File: src/rtl/jk_excite_ctrl.sv
// Drives a bank of JK flip-flops toward a requested word: one excitation cycle,
// one feedback check, bounded retries, then a done or err pulse.
module jk_excite_ctrl #(
  parameter int WIDTH      = 8,
  parameter int MAX_RETRY  = 3,
  parameter int USE_TOGGLE = 0
) (
  input  logic             clk,
  input  logic             rst,
  input  logic             req_valid,
  output logic             req_ready,
  input  logic [WIDTH-1:0] req_target,
  input  logic [WIDTH-1:0] q_fb,
  output logic [WIDTH-1:0] j,
  output logic [WIDTH-1:0] k,
  output logic             done,
  output logic             err,
  output logic [WIDTH-1:0] mismatch
);

  localparam int RW = (MAX_RETRY > 0) ? $clog2(MAX_RETRY + 1) : 1;
  localparam logic [RW-1:0] RETRY_LIMIT = RW'(MAX_RETRY);

  typedef enum logic [1:0] {IDLE, DRIVE, CHECK} state_t;

  state_t            state_q, state_d;
  logic [WIDTH-1:0]  tgt_q, tgt_d;
  logic [RW-1:0]     retry_q, retry_d;
  logic [WIDTH-1:0]  mismatch_q, mismatch_d;
  logic              done_q, done_d;
  logic              err_q, err_d;

  always_comb begin
    state_d    = state_q;
    tgt_d      = tgt_q;
    retry_d    = retry_q;
    mismatch_d = mismatch_q;
    done_d     = 1'b0;
    err_d      = 1'b0;
    req_ready  = 1'b0;
    j          = '0;
    k          = '0;
    case (state_q)
      IDLE: begin
        req_ready = 1'b1;
        if (req_valid) begin
          tgt_d      = req_target;
          retry_d    = '0;
          mismatch_d = '0;
          state_d    = DRIVE;
        end
      end
      DRIVE: begin
        // Excitation follows the live feedback so unchanged bits always hold.
        if (USE_TOGGLE != 0) begin
          j = tgt_q ^ q_fb;
          k = tgt_q ^ q_fb;
        end else begin
          j = tgt_q & ~q_fb;
          k = ~tgt_q & q_fb;
        end
        state_d = CHECK;
      end
      CHECK: begin
        if (q_fb == tgt_q) begin
          done_d  = 1'b1;
          state_d = IDLE;
        end else if (retry_q < RETRY_LIMIT) begin
          retry_d = retry_q + 1'b1;
          state_d = DRIVE;
        end else begin
          mismatch_d = tgt_q ^ q_fb;
          err_d      = 1'b1;
          state_d    = IDLE;
        end
      end
      default: state_d = IDLE;
    endcase
  end

  always_ff @(posedge clk) begin
    if (rst) begin
      state_q    <= IDLE;
      tgt_q      <= '0;
      retry_q    <= '0;
      mismatch_q <= '0;
      done_q     <= 1'b0;
      err_q      <= 1'b0;
    end else begin
      state_q    <= state_d;
      tgt_q      <= tgt_d;
      retry_q    <= retry_d;
      mismatch_q <= mismatch_d;
      done_q     <= done_d;
      err_q      <= err_d;
    end
  end

  assign done     = done_q;
  assign err      = err_q;
  assign mismatch = mismatch_q;

endmodule

File: config.mk
export PLATFORM = sky130hd
export DESIGN_NAME = jk_excite_ctrl
export DESIGN_NICKNAME = d
export VERILOG_FILES = /design/src/rtl/jk_excite_ctrl.sv
export SDC_FILE = /design/constraint.sdc
export NUM_CORES = 1
export LEC_CHECK = 0
export CAP_MARGIN = 20
export CORE_AREA = 5 5 65 67
export CTS_CLUSTER_DIAMETER = 40
export DETAILED_ROUTE_END_ITERATION = 10
export DIE_AREA = 0 0 70 72
export HOLD_SLACK_MARGIN = 0.06
export PLACE_DENSITY = 0.66
export SETUP_SLACK_MARGIN = 0.1
export SYNTH_ARGS = -nofsm -noshare
export SYNTH_HDL_FRONTEND = slang
export SYNTH_SLANG_ARGS = --single-unit
File: constraint.sdc
create_clock -name clk -period 1.6 [get_ports clk]
set_clock_uncertainty 0.05 [all_clocks]
set_input_delay 0.16 -clock clk [delete_from_list [all_inputs] [get_ports clk]]
set_output_delay 0.16 -clock clk [all_outputs]
set_load 0.005 [all_outputs]
==> impl_metrics.toml, run 1 <==
[sta]
rsz0062_at_grt = "true"
hold_violations = 0
relSlewSlack_pct = 73.3
layout_worst_path_cycle_share_pct = 105
worst_pin_slew_ps = 399
fmax_mhz = 597
slew_violations = 0
setup_ws_ps = -73.8
setup_viol = 10
holdWs_ps = 337
period_needed_ps = 1670

[placement]
dp_cells = 243
port-buffer-count = 45
gp_congestion = 0.798
post-dp-hpwl_mm = 2.62

[yosys]
synthCells = 134
yosys_warnings = 0
netlist_area_mm2 = 0.00116
yosys.cell_types.count = 19
synth_top_cell_by_area = "dfxtp_1"
synthTopCellsByArea = "dfxtp_1 38%, ha_1 18%, and2_1 9.2%"
syn-num-nets = 170
yosysSeqAreaShare_pct = 37.9
ys_ff_latch = 22
synth_top_area_share_pct = 37.9
syn-mean-instance-area_um2 = 8.67

[grt]
grt_pass1_vias = 1198
grt_util_all_layers_pct = 14.5
grt_max_degree = 16
grt_overflow_total = 0
grt_antenna_before_repair = 0
grt_pass1_wl_mm = 5.75

[floorplanning]
ios = 46
die-area_mm2 = 0.00504
initial_core_util_pct = 32.4
placeableCoreArea_mm2 = 0.00358
fp.dieW_um = 70
die_h_um = 72
fp-row-count = 22

[worst_hold_path]
hold_class = "primary input to flip-flop"
hold_depth = 3

[flow_run]
maxCapViolations = 0

[power]
p_per_area_mw_per_mm2 = 533
p_leak_nw = 0.943
ir_drop_mv = 0.396

[outcome]
status = "finished, violations left"
violations = "setup timing"

[setup_path]
crit_fanout = 3
reg2reg_from = "tgt_q[4]$_SDFFE_PP0P_"
rrSetupSlack_ps = -70
crit_end = "retry_q[1]$_SDFFE_PP0P_"
critPathLaunch = "tgt_q[4]$_SDFFE_PP0P_"
end_kind = "flip-flop"
reg2reg_depth = 6
crit_arrival_ps = 1870
critPathKind = "flip-flop to flip-flop"
crit_required_ps = 1800
regToRegEndpoint = "retry_q[1]$_SDFFE_PP0P_"
worstSetupStartpointType = "flip-flop"

[finish]
syn2layout_area_growth_pct = 89.7
diodes = 0
stdcell_count = 258
nNetsFinal = 248
fin_util_pct = 61.5
drive_gt1_share_pct = 49.0

[routing]
drc = 0
routedWlPerCell_um = 13.8
ant_nets = 0
vias = 1175
dr.pass1.iters = 3
wl_mm = 3.57
vias_per_cell = 4.55
drt_iter0_markers = 30

[cts]
h-tree-depth = 1
cts_tree = "done"
clkTransAtPathRegs_ps = 110
numCtsBuffers = 3
clockBufferDepth = 2
clock_latency_ps = 310
clock-root-buffer = "clkbuf_4"
cts.sinks = 22
[critical path: stages, from the launching register on]
cell,delay [ps]
dfxtp_2,350
ha_4,240
nand4_1,120
nor2_2,70
buf_6,120
or4b_1,520
a21oi_1,140
[Yosys cell counts]
cell type	number
a21oi_1	10
a211o_1	1
nand2_1	17
nor4_1	1
or4_1	1
nor3_1	3
nand2b_1	1
and2_1	17
nor2b_1	3
o2bb2ai_1	9
inv_1	17
o21ai_0	2
dfxtp_1	22
nor2_1	4
mux2i_1	1
or4b_1	2
ha_1	17
nand4_1	2
clkbuf_1	4
[routing by layer]
layer / track usage, % / vias to the layer above / wire length, µm
li1: - / 600 / -
met1: 16.6 / 536 / 1460
met2: 27.3 / 32 / 1880
met3: 2.77 / 7 / 160
met4: 4.26 / 0 / 70
met5: 0 / - / 0
[registers in the layout (all words and copies together) (netlist names)]
name	cells
err	1
tgt_q	8
retry_q	2
mismatch	8
done	1
state_q	2
[how the worst min path moves through the flow]
stage / startpoint / endpoint / slack [ps]
final: req_target[2] / tgt_q[2]$_SDFFE_PP0P_ / 340
after global routing: q_fb[2] / mismatch[2]$_SDFFE_PP0P_ / 330
after CTS: req_target[2] / tgt_q[2]$_SDFFE_PP0P_ / 340
after detailed placement: mismatch[1]$_SDFFE_PP0P_ / mismatch[1]$_SDFFE_PP0P_ / 410
after global placement: retry_q[1]$_SDFFE_PP0P_ / retry_q[1]$_SDFFE_PP0P_ / 420
after floorplan: rst / state_q[1]$_SDFFE_PP0P_ / 180
[report_power, final]
group          internal [mW]  switching, mW  leakage (nW)
sequential             0.565         0.0161         0.183
combinational          0.200          0.144         0.746
clock                 0.0881          0.160        0.0138
total                  0.853          0.320         0.943
[placed cells by master (no fill, tap or decap), types with 2 or more instances in the layout]
cell type,instances
a21oi_1,9
and2_4,16
buf_4,19
buf_6,29
clkbuf_4,3
clkdlybuf4s50_1,20
dfxtp_1,12
dfxtp_2,8
dfxtp_4,2
dlygate4sd2_1,9
ha_1,8
ha_4,9
inv_1,10
inv_2,6
nand2_1,17
nand4_1,2
nor2_1,2
nor2b_1,2
nor3_1,2
o2bb2ai_1,6
o2bb2ai_2,3
[cell families after synthesis]
family,synth area share (%)
AO/OA/AOI/OAI,12.7
adder cells (fa/ha/maj),18.3
buffers and inverters,6.79
flip-flops,37.9
multiplexers,0.862
AND/OR/NAND/NOR,23.4
[through the flow]
stage	cell area (µm²)	TNS (ps)	total power, mW	setup WS (ps)
3_5_place_dp	1920	-6470	0.862	-545
3_3_place_gp	1920	-5440	0.852	-475
4_1_cts	2100	-453	1.16	-63.6
5_1_grt	2200	-1200	1.26	-135
6_report	2200	-500	1.17	-73.8
2_1_floorplan	1280	-575	0.705	-71.8
[final cells by class]
cell class,instances,area [µm²]
fill,314,1380
sequential,22,458
clock buffer,3,22.5
inverter,17,66.3
timing repair buffer,77,748
multi-input combinational,91,847
tap,48,60.1
[what timing repair did]
item | in CTS | in global routing
pin swaps | 18 | 17
hold buffers | 0 | 0
setup buffers | 10 | 4
cloned | 1 | 0
endpoints found under the setup margin | 28 | 28
resized for setup | 124 | 25
Power figures use the tool's default switching activity.
==> run 2, diff against run 1 <==
Clock period 1.6 ns to 1.4 ns, I/O delays scaled along.
==> run 2 against run 1 <==
The flow still finishes with violations (setup timing). Combinational power is 30% higher. Register-to-register slack worse by 190 ps. Sequential power is 15% higher. Die area stayed put. Critical endpoint is now retry_q[0]$_SDFFE_PP0P_. Largest cell class unchanged.
==> impl_metrics.toml, run 2 (same netlist as run 1, synthesis figures left out) <==
[cts]
ctsHoldBuffers = 0
clkTransAtPathRegs_ps = 120
numCtsBuffers = 3
clock_latency_ps = 310
h-tree-depth = 1
cts_tree = "done"
clockBufferDepth = 2
cts.sinks = 22
clock-root-buffer = "clkbuf_4"

[setup_path]
crit_required_ps = 1590
worstSetupStartpointType = "flip-flop"
rrSetupSlack_ps = -260
crit_arrival_ps = 1850
critPathKind = "flip-flop to flip-flop"
reg2reg_from = "state_q[0]$_SDFFE_PP0P_"
reg2reg_depth = 6
regToRegEndpoint = "retry_q[0]$_SDFFE_PP0P_"
crit_fanout = 4
end_kind = "flip-flop"

[placement]
port-buffer-count = 45
pre_cts_ws_ps = -748
post-dp-hpwl_mm = 2.66
place_area_mm2 = 0.00196
gp_congestion = 0.823
dp_cells = 249

[grt]
grt_pass1_vias = 1297
grt_max_degree = 16
grt_overflow_total = 0
grt_antenna_before_repair = 0
grt_util_all_layers_pct = 14.7
grt_pass1_wl_mm = 6.04

[finish]
stdcell_count = 269
diodes = 0
layout_commonest_cell = "buf_6"
syn2layout_area_growth_pct = 102
fillCellCount = 308
drive_gt1_share_pct = 59.7
final_cell_area_mm2 = 0.00235
nNetsFinal = 259
layout_common_cells = "32 x buf_6, 23 x buf_4, 18 x dfxtp_2"

[sta]
relSlewSlack_pct = 84.8
hold_violations = 0
period_needed_ps = 1660
fmax_mhz = 602
worst_pin_slew_ps = 226
fin_tns_setup_ps = -3610
setup_viol = 26
setup_ws_ps = -261
rsz0062_at_grt = "true"
slew_violations = 0
layout_worst_path_cycle_share_pct = 119

[floorplanning]
fp.dieW_um = 70
placeableCoreArea_mm2 = 0.00358
die-area_mm2 = 0.00504
initial_core_util_pct = 32.4
die_h_um = 72
ios = 46
fp-row-count = 22

[outcome]
status = "finished, violations left"
violations = "setup timing"

[flow_run]
maxCapViolations = 0

[power]
p_per_area_mw_per_mm2 = 597
p_leak_nw = 1.09
ir_drop_mv = 0.363
p_total_mw = 1.40

[worst_hold_path]
hold_class = "primary input to flip-flop"
hold_depth = 4
min-delay-start = "q_fb[5]"
worstHoldEndpoint = "mismatch[5]$_SDFFE_PP0P_"

[routing]
vias = 1234
routedWlPerCell_um = 14.3
ant_nets = 0
drt_iter0_markers = 44
vias_per_cell = 4.59
drc = 0
dr.pass1.iters = 4
wl_mm = 3.86
-- run 2: layer usage --
| metal | part of all wire, % | up-vias | track usage, % |
|---|---|---|---|
| met2 | 52 | 46 | 27.7 |
| met1 | 41 | 566 | 17.5 |
| met3 | 5.8 | 4 | 2.63 |
| met5 | 0 | - | 0 |
| li1 | - | 618 | - |
| met4 | 1.0 | 0 | 3.19 |
-- run 2: how the worst max path moves through the flow --
stage,startpoint,endpoint,depth (start not counted)
2_1_floorplan,tgt_q[3]$_SDFFE_PP0P_,mismatch[0]$_SDFFE_PP0P_,6
3_3_place_gp,q_fb[6],mismatch[5]$_SDFFE_PP0P_,7
3_5_place_dp,q_fb[6],mismatch[0]$_SDFFE_PP0P_,7
4_1_cts,tgt_q[2]$_SDFFE_PP0P_,retry_q[1]$_SDFFE_PP0P_,6
5_1_grt,tgt_q[1]$_SDFFE_PP0P_,retry_q[1]$_SDFFE_PP0P_,6
6_report,state_q[0]$_SDFFE_PP0P_,retry_q[0]$_SDFFE_PP0P_,6
-- run 2: layout make-up --
cell class              count  area (µm²)  area share, %
inverters                  17        68.8           2.93
multi-input cells          91         908           38.7
repair buffers             88         820           34.9
well taps                  48        60.1           2.56
flip-flops and latches     22         467           19.9
clock buffers               3        22.5          0.960
-- run 2: power breakdown --
part	switching, mW	total (mW)	leakage, nW	internal, mW
Combinational	0.183	0.446	0.890	0.263
Sequential	0.0203	0.667	0.188	0.647
Clock	0.188	0.289	0.0138	0.101
Total	0.391	1.40	1.09	1.01
-- run 2: per-stage QoR --
stage                     hold slack (ps)  utilization, %
after detailed placement              414            54.9
final                                 316            65.6
after floorplan                       162               -
after global placement                418            54.9
after CTS                             316            60.6
after global routing                  318            65.6
-- run 2: worst max-delay path, stage by stage (launching register included) --
cell      delay [ps]
dfxtp_2          360
buf_6            120
buf_4            130
nand2b_4         140
buf_6            130
or4_4            530
a21oi_2          130
-- run 2: what timing repair did --
action                                  CTS  global route
cloned                                    1             0
pin swaps                                30            16
gates resized for setup                 145            41
setup buffers                            15             8
endpoints found under the setup margin   48            39
==> variant 1: new RTL, flow settings as in run 2 <==
Set the parameter `WIDTH` to 6 (it was 8).
--- a/src/rtl/jk_excite_ctrl.sv
+++ b/src/rtl/jk_excite_ctrl.sv
@@ -1,7 +1,7 @@
 // Drives a bank of JK flip-flops toward a requested word: one excitation cycle,
 // one feedback check, bounded retries, then a done or err pulse.
 module jk_excite_ctrl #(
-  parameter int WIDTH      = 8,
+  parameter int WIDTH      = 6,
   parameter int MAX_RETRY  = 3,
   parameter int USE_TOGGLE = 0
 ) (
Ports: changed (5 resized); port bits go from 46 to 36. The function was not compared with the original's and may differ.
==> variant 1 against run 2 <==
  * The flow still finishes with violations (negative setup slack)
  * Sequential cell count fell by 4
  * Setup slack improved by 94 ps
  * Core utilization fell by 13 points
  * Hold slack improved by 19 ps
  * Design area fell by 20%
  * Sequential power fell by 18%
  * Routed wire length fell by 28%
  * Synthesized cell count fell by 15%
  * Synthesized area fell by 11%
  * Power fell by 12%
  * Clock power rose by 10%
  * Largest cell class unchanged
  * Highest routed layer unchanged
==> variant 1: results (changes against run 2) <==
[hold_path]
min_delay_path_depth = 3  ; was 4
hold_class = in2reg  ; unchanged

[status]
violations = negative setup slack  ; unchanged
status = finished with violations  ; unchanged

[clocking]
cts_made_buffers = 3  ; unchanged
cts-root-buf = clkbuf_4  ; unchanged
cts_buffer_depth = 2  ; unchanged
htree_levels = 1  ; unchanged
insertion_delay_ps = 290  ; was 310 ps
clk_pin_slew_worst_paths_ps = 100  ; was 120 ps

[cells_and_area]
drive_above_1_share_pct = 56.1  ; was 59.7%
num_antenna_cells = 0  ; unchanged
fillCellCount = 331  ; was 308

[place]
place.gp.congestion = 0.868  ; was 0.823
placed_cells = 214  ; was 249
dpl.hpwl_um = 1970  ; was 2660 um
dp_slack_ps = -537  ; was -748 ps
numPortBuffers = 35  ; was 45

[routing]
wire_per_inst_um = 12.2  ; was 14.3 um
firstDrtPassIters = 4  ; unchanged
routed_wl_um = 2780  ; was 3860 um
vias = 975  ; was 1234
drt_iter0_markers = 14  ; was 44

[synthesis]
synthCells = 114  ; was 134
ys_top_cells_by_area = dfxtp_1, ha_1, and2_1  ; unchanged
synth_common_cells = dfxtp_1, ha_1, inv_1, nand2_1, and2_1  ; was dfxtp_1, and2_1, ha_1, inv_1, nand2_1
seq_area_frac_synth_pct = 34.7  ; was 37.9%
syn_nets = 142  ; was 170
ys_types = 25  ; was 19
yosys_warnings = 0  ; unchanged
ys_async_sr_fraction_pct = 0  ; unchanged

[grt]
grt_pass1_vias = 992  ; was 1297
grt_max_degree = 24  ; was 16
grt_pass1_wl_um = 4520  ; was 6040 um
antenna_found_initial = 0  ; unchanged
gr-usage-all-layers_pct = 10.9  ; was 14.7%

[power]
p_leak_uw = 0.000876  ; was 0.00109 uW
vdd_ir_drop_max_v = 0.000349  ; was 0.000363 V

[setup_path]
reg2reg_depth = 4  ; was 6
arrival_ps = 1710  ; was 1850 ps
path_max_fanout = 3  ; was 4

[timing]
setup_ws_ps = -167  ; was -261 ps
setup_viol = 19  ; was 26
slew_headroom_pct = 80.0  ; was 84.8%

## variant 1: path summary, 6_finish.rpt
check                                               from                  endpoint  slack (ps)
worst max-delay path               tgt_q[3]$_SDFFE_PP0P_  mismatch[3]$_SDFFE_PP0P_        -170
worst max register to register     tgt_q[3]$_SDFFE_PP0P_  mismatch[3]$_SDFFE_PP0P_        -170
worst min-delay path                       req_target[1]     tgt_q[1]$_SDFFE_PP0P_         340
worst min register to register  mismatch[0]$_SDFFE_PP0P_  mismatch[0]$_SDFFE_PP0P_         440
## variant 1: area by class of cell
type,instances,share of cell area (%)
multi-input cells,78,37.8
flip-flops and latches,18,20.1
clock buffers,4,1.93
well taps,48,3.19
inverters,13,2.59
repair buffers,67,34.4
## variant 1: critical path: stages, from the launching register on
cell,delay [ps]
dfxtp_2,350
ha_4,270
nand4_1,190
o2111ai_4,290
mux2_4,320
## variant 1: power by group
part | switching, uW | internal [uW] | total, uW
combinational | 150 | 225 | 375
sequential | 15.5 | 530 | 546
clock | 161 | 159 | 319
## variant 1: per-stage QoR
step,cell area [um^2],setup TNS (ps),utilization [%],total power [uW]
after floorplan,1080,-388,-,675
after global placement,1640,-7760,45.8,836
after detailed placement,1640,-7910,45.8,841
after CTS,1790,-1900,50.0,1220
after global routing,1880,-3200,52.6,1310
final,1880,-1780,52.6,1240
## variant 1: timing repair
item | CTS | global route
resized for setup | 105 | 23
buffers inserted | 7 | 2
cloned | 1 | 0
hold endpoints to repair | 0 | 0
pin swaps | 16 | 7
endpoints found under the setup margin | 37 | 31
## variant 1: kinds of logic (layout without fill, tap and decap cells)
family          count (synthesis)  in the layout  synth area share, %
simple gates                   48             48                 27.2
flops                          18             18                 34.7
buf+inv                        18             84                 7.35
fa+ha+maj                      13             13                 15.7
compound gates                 13             13                 9.76
mux                             4              4                 5.30
## variant 1: layer usage
metal  track usage, %  routed length [um]
met5                0                   0
met2             19.3                1320
met1             12.8                1260
met4             1.91                  17
met3             3.88                 183
==> variant 2: new RTL, settings of run 2 <==
Without the edit above. Register the output `err` once more, cleared by the reset; this adds one clock of latency there. The other outputs are not delayed to match.
--- a/src/rtl/jk_excite_ctrl.sv
+++ b/src/rtl/jk_excite_ctrl.sv
@@ -97,7 +97,13 @@
   end
 
   assign done     = done_q;
-  assign err      = err_q;
+  always_ff @(posedge clk) begin
+    if (rst) begin
+      err <= '0;
+    end else begin
+      err <= err_q;
+    end
+  end
   assign mismatch = mismatch_q;
 
 endmodule
Check against the original RTL: not equivalent (Yosys sat finds a counterexample within 10 cycles, from zero or initial values and one cycle with rst high).
==> variant 2 against run 2 <==
  * Routed wire length down 3.7%
  * The run still ends with negative setup slack left
  * First-iteration DRC count decreased by 41%
  * Setup slack got worse by 19 ps
  * Design area decreased by 0.48%
  * Global-route usage grew 0.51 points
  * Sequential cell count rose by 1
  * Power increased by 3.0%
  * Synthesized area grew 2.3%
  * Combinational power shrank 2%
  * Critical endpoint is now retry_q[1]$_SDFFE_PP0P_
  * Core utilization down 0.31 points
  * Final cell count up 1.1%
  * Clock power rose by 8.0%
==> variant 2: results (changes against run 2) <==
[power]
vdd_ir_drop_max_v = 0.000512  ; was 0.000363 V
p_leak_uw = 0.00110  ; was 0.00109 uW

[cells_and_area]
num-nonclk-inverters = 17  ; unchanged
clkbuf_count = 3  ; unchanged
drive_above_1_share_pct = 57.1  ; was 59.7%
final_cell_area_um2 = 2330  ; was 2350 um^2
buf_share_pct = 35.5  ; was 34.9%
final_nets = 261  ; was 259
nMultiInputCombCells = 92  ; was 91
clock_cell_area_share_pct = 1.18  ; was 0.960%
design.seq.count = 23  ; was 22
num_antenna_cells = 0  ; unchanged
seq_area_um2 = 484  ; was 467 um^2
buffers = 88  ; unchanged
fillCellCount = 302  ; was 308
multi_input_area_share_pct = 37.2  ; was 38.7%

[synthesis]
synth_common_cells = dfxtp_1, and2_1, ha_1, inv_1, nand2_1  ; unchanged
syn_area_um2 = 1190  ; was 1160 um^2
ys_top_cells_by_area = dfxtp_1, ha_1, and2_1  ; unchanged
ys_types = 19  ; unchanged
syn_nets = 172  ; was 170
ys_async_sr_fraction_pct = 0  ; unchanged
yosys_warnings = 0  ; unchanged
seq_area_frac_synth_pct = 38.8  ; was 37.9%

[grt]
antenna_found_initial = 0  ; unchanged
grt_max_degree = 17  ; was 16
grt_pass1_wl_um = 6090  ; was 6040 um
gr-usage-all-layers_pct = 15.3  ; was 14.7%

[status]
status = finished with violations  ; unchanged
violations = negative setup slack  ; unchanged

[place]
place_area_um2 = 2000  ; was 1960 um^2
numPortBuffers = 45  ; unchanged
dpl.hpwl_um = 2610  ; was 2660 um
place.gp.congestion = 0.772  ; was 0.823
dp_slack_ps = -738  ; was -748 ps

[timing]
fin_tns_setup_ps = -4650  ; was -3610 ps
setup_ws_ps = -280  ; was -261 ps
setup_viol = 27  ; was 26
slew_headroom_pct = 85.2  ; was 84.8%

[routing]
drt_iter0_markers = 26  ; was 44
wire_per_inst_um = 13.7  ; was 14.3 um
viasPerCell = 4.61  ; was 4.59
firstDrtPassIters = 4  ; unchanged
drc_errors = 0  ; unchanged

[clocking]
htree_levels = 1  ; unchanged
cts_buffer_depth = 2  ; unchanged
clk_pin_slew_worst_paths_ps = 130
cts-root-buf = clkbuf_4  ; unchanged
insertion_delay_ps = 320

[setup_path]
path_max_fanout = 3  ; was 4
reg2reg_from = tgt_q[3]$_SDFFE_PP0P_  ; was state_q[0]$_SDFFE_PP0P_
critPathLaunchType = flop  ; unchanged
arrival_ps = 1900  ; was 1850 ps
slowest_stage = or4b_4  ; was or4_4
cp_slowest_stage_delay_ps = 510  ; was 530 ps

[hold_path]
hold_class = in2reg  ; unchanged
hold_start = q_fb[4]  ; was q_fb[5]

variant 2: power by group:
| group | leakage [uW] | switching (uW) | internal, uW |
|---|---|---|---|
| Combinational | 0.000889 | 175 | 263 |
| Clock | 0.0000177 | 205 | 107 |
| Sequential | 0.000195 | 18.5 | 675 |
| Total | 0.00110 | 399 | 1040 |
variant 2: kinds of logic after synthesis:
group	Yosys count	synth area share, %
compound gates	22	12.4
simple gates	52	23.4
mux	1	0.843
flops	23	38.8
fa+ha+maj	17	17.9
buf+inv	21	6.64
variant 2: worst max-delay path, delay by kind of cell (launching register included):
family | cells | cell delay (ps)
AOI/OAI and AO/OA | 1 | 140
adders and majority gates | 1 | 240
buffers and inverters | 1 | 120
DFF | 1 | 360
and+or+nand+nor | 3 | 720
variant 2: metrics by stage:
stage                     hold WS, ps  power [uW]  instances
after global placement            376        1020        252
after CTS                         291        1410        271
after global routing              219        1530        272
final                             212        1440        272
after detailed placement          375        1030        252
after floorplan                   162         835        136
variant 2: per-layer routing:
metal	vias to the layer above	part of all wire (%)	GRT usage, %
met2	33	53	29.4
li1	629	-	-
met3	9	4.7	3.05
met4	0	2.3	4.47
met5	-	0	0
met1	584	40	16.9
variant 2: worst paths after layout:
kind	end	cells past startpoint	slack, ps
worst max register to register	retry_q[1]$_SDFFE_PP0P_	6	-280
worst min-delay path	mismatch[4]$_SDFFE_PP0P_	4	210
worst max-delay path	retry_q[1]$_SDFFE_PP0P_	6	-280
worst min register to register	err$_SDFF_PP0_	1	400
variant 2: what timing repair did:
action                     CTS  global route
hold buffers                 0             0
setup endpoints to repair   48            39
pin swaps                   25            11
gates resized for setup    130            39
buffers inserted            15             2
gates cloned                 1             0
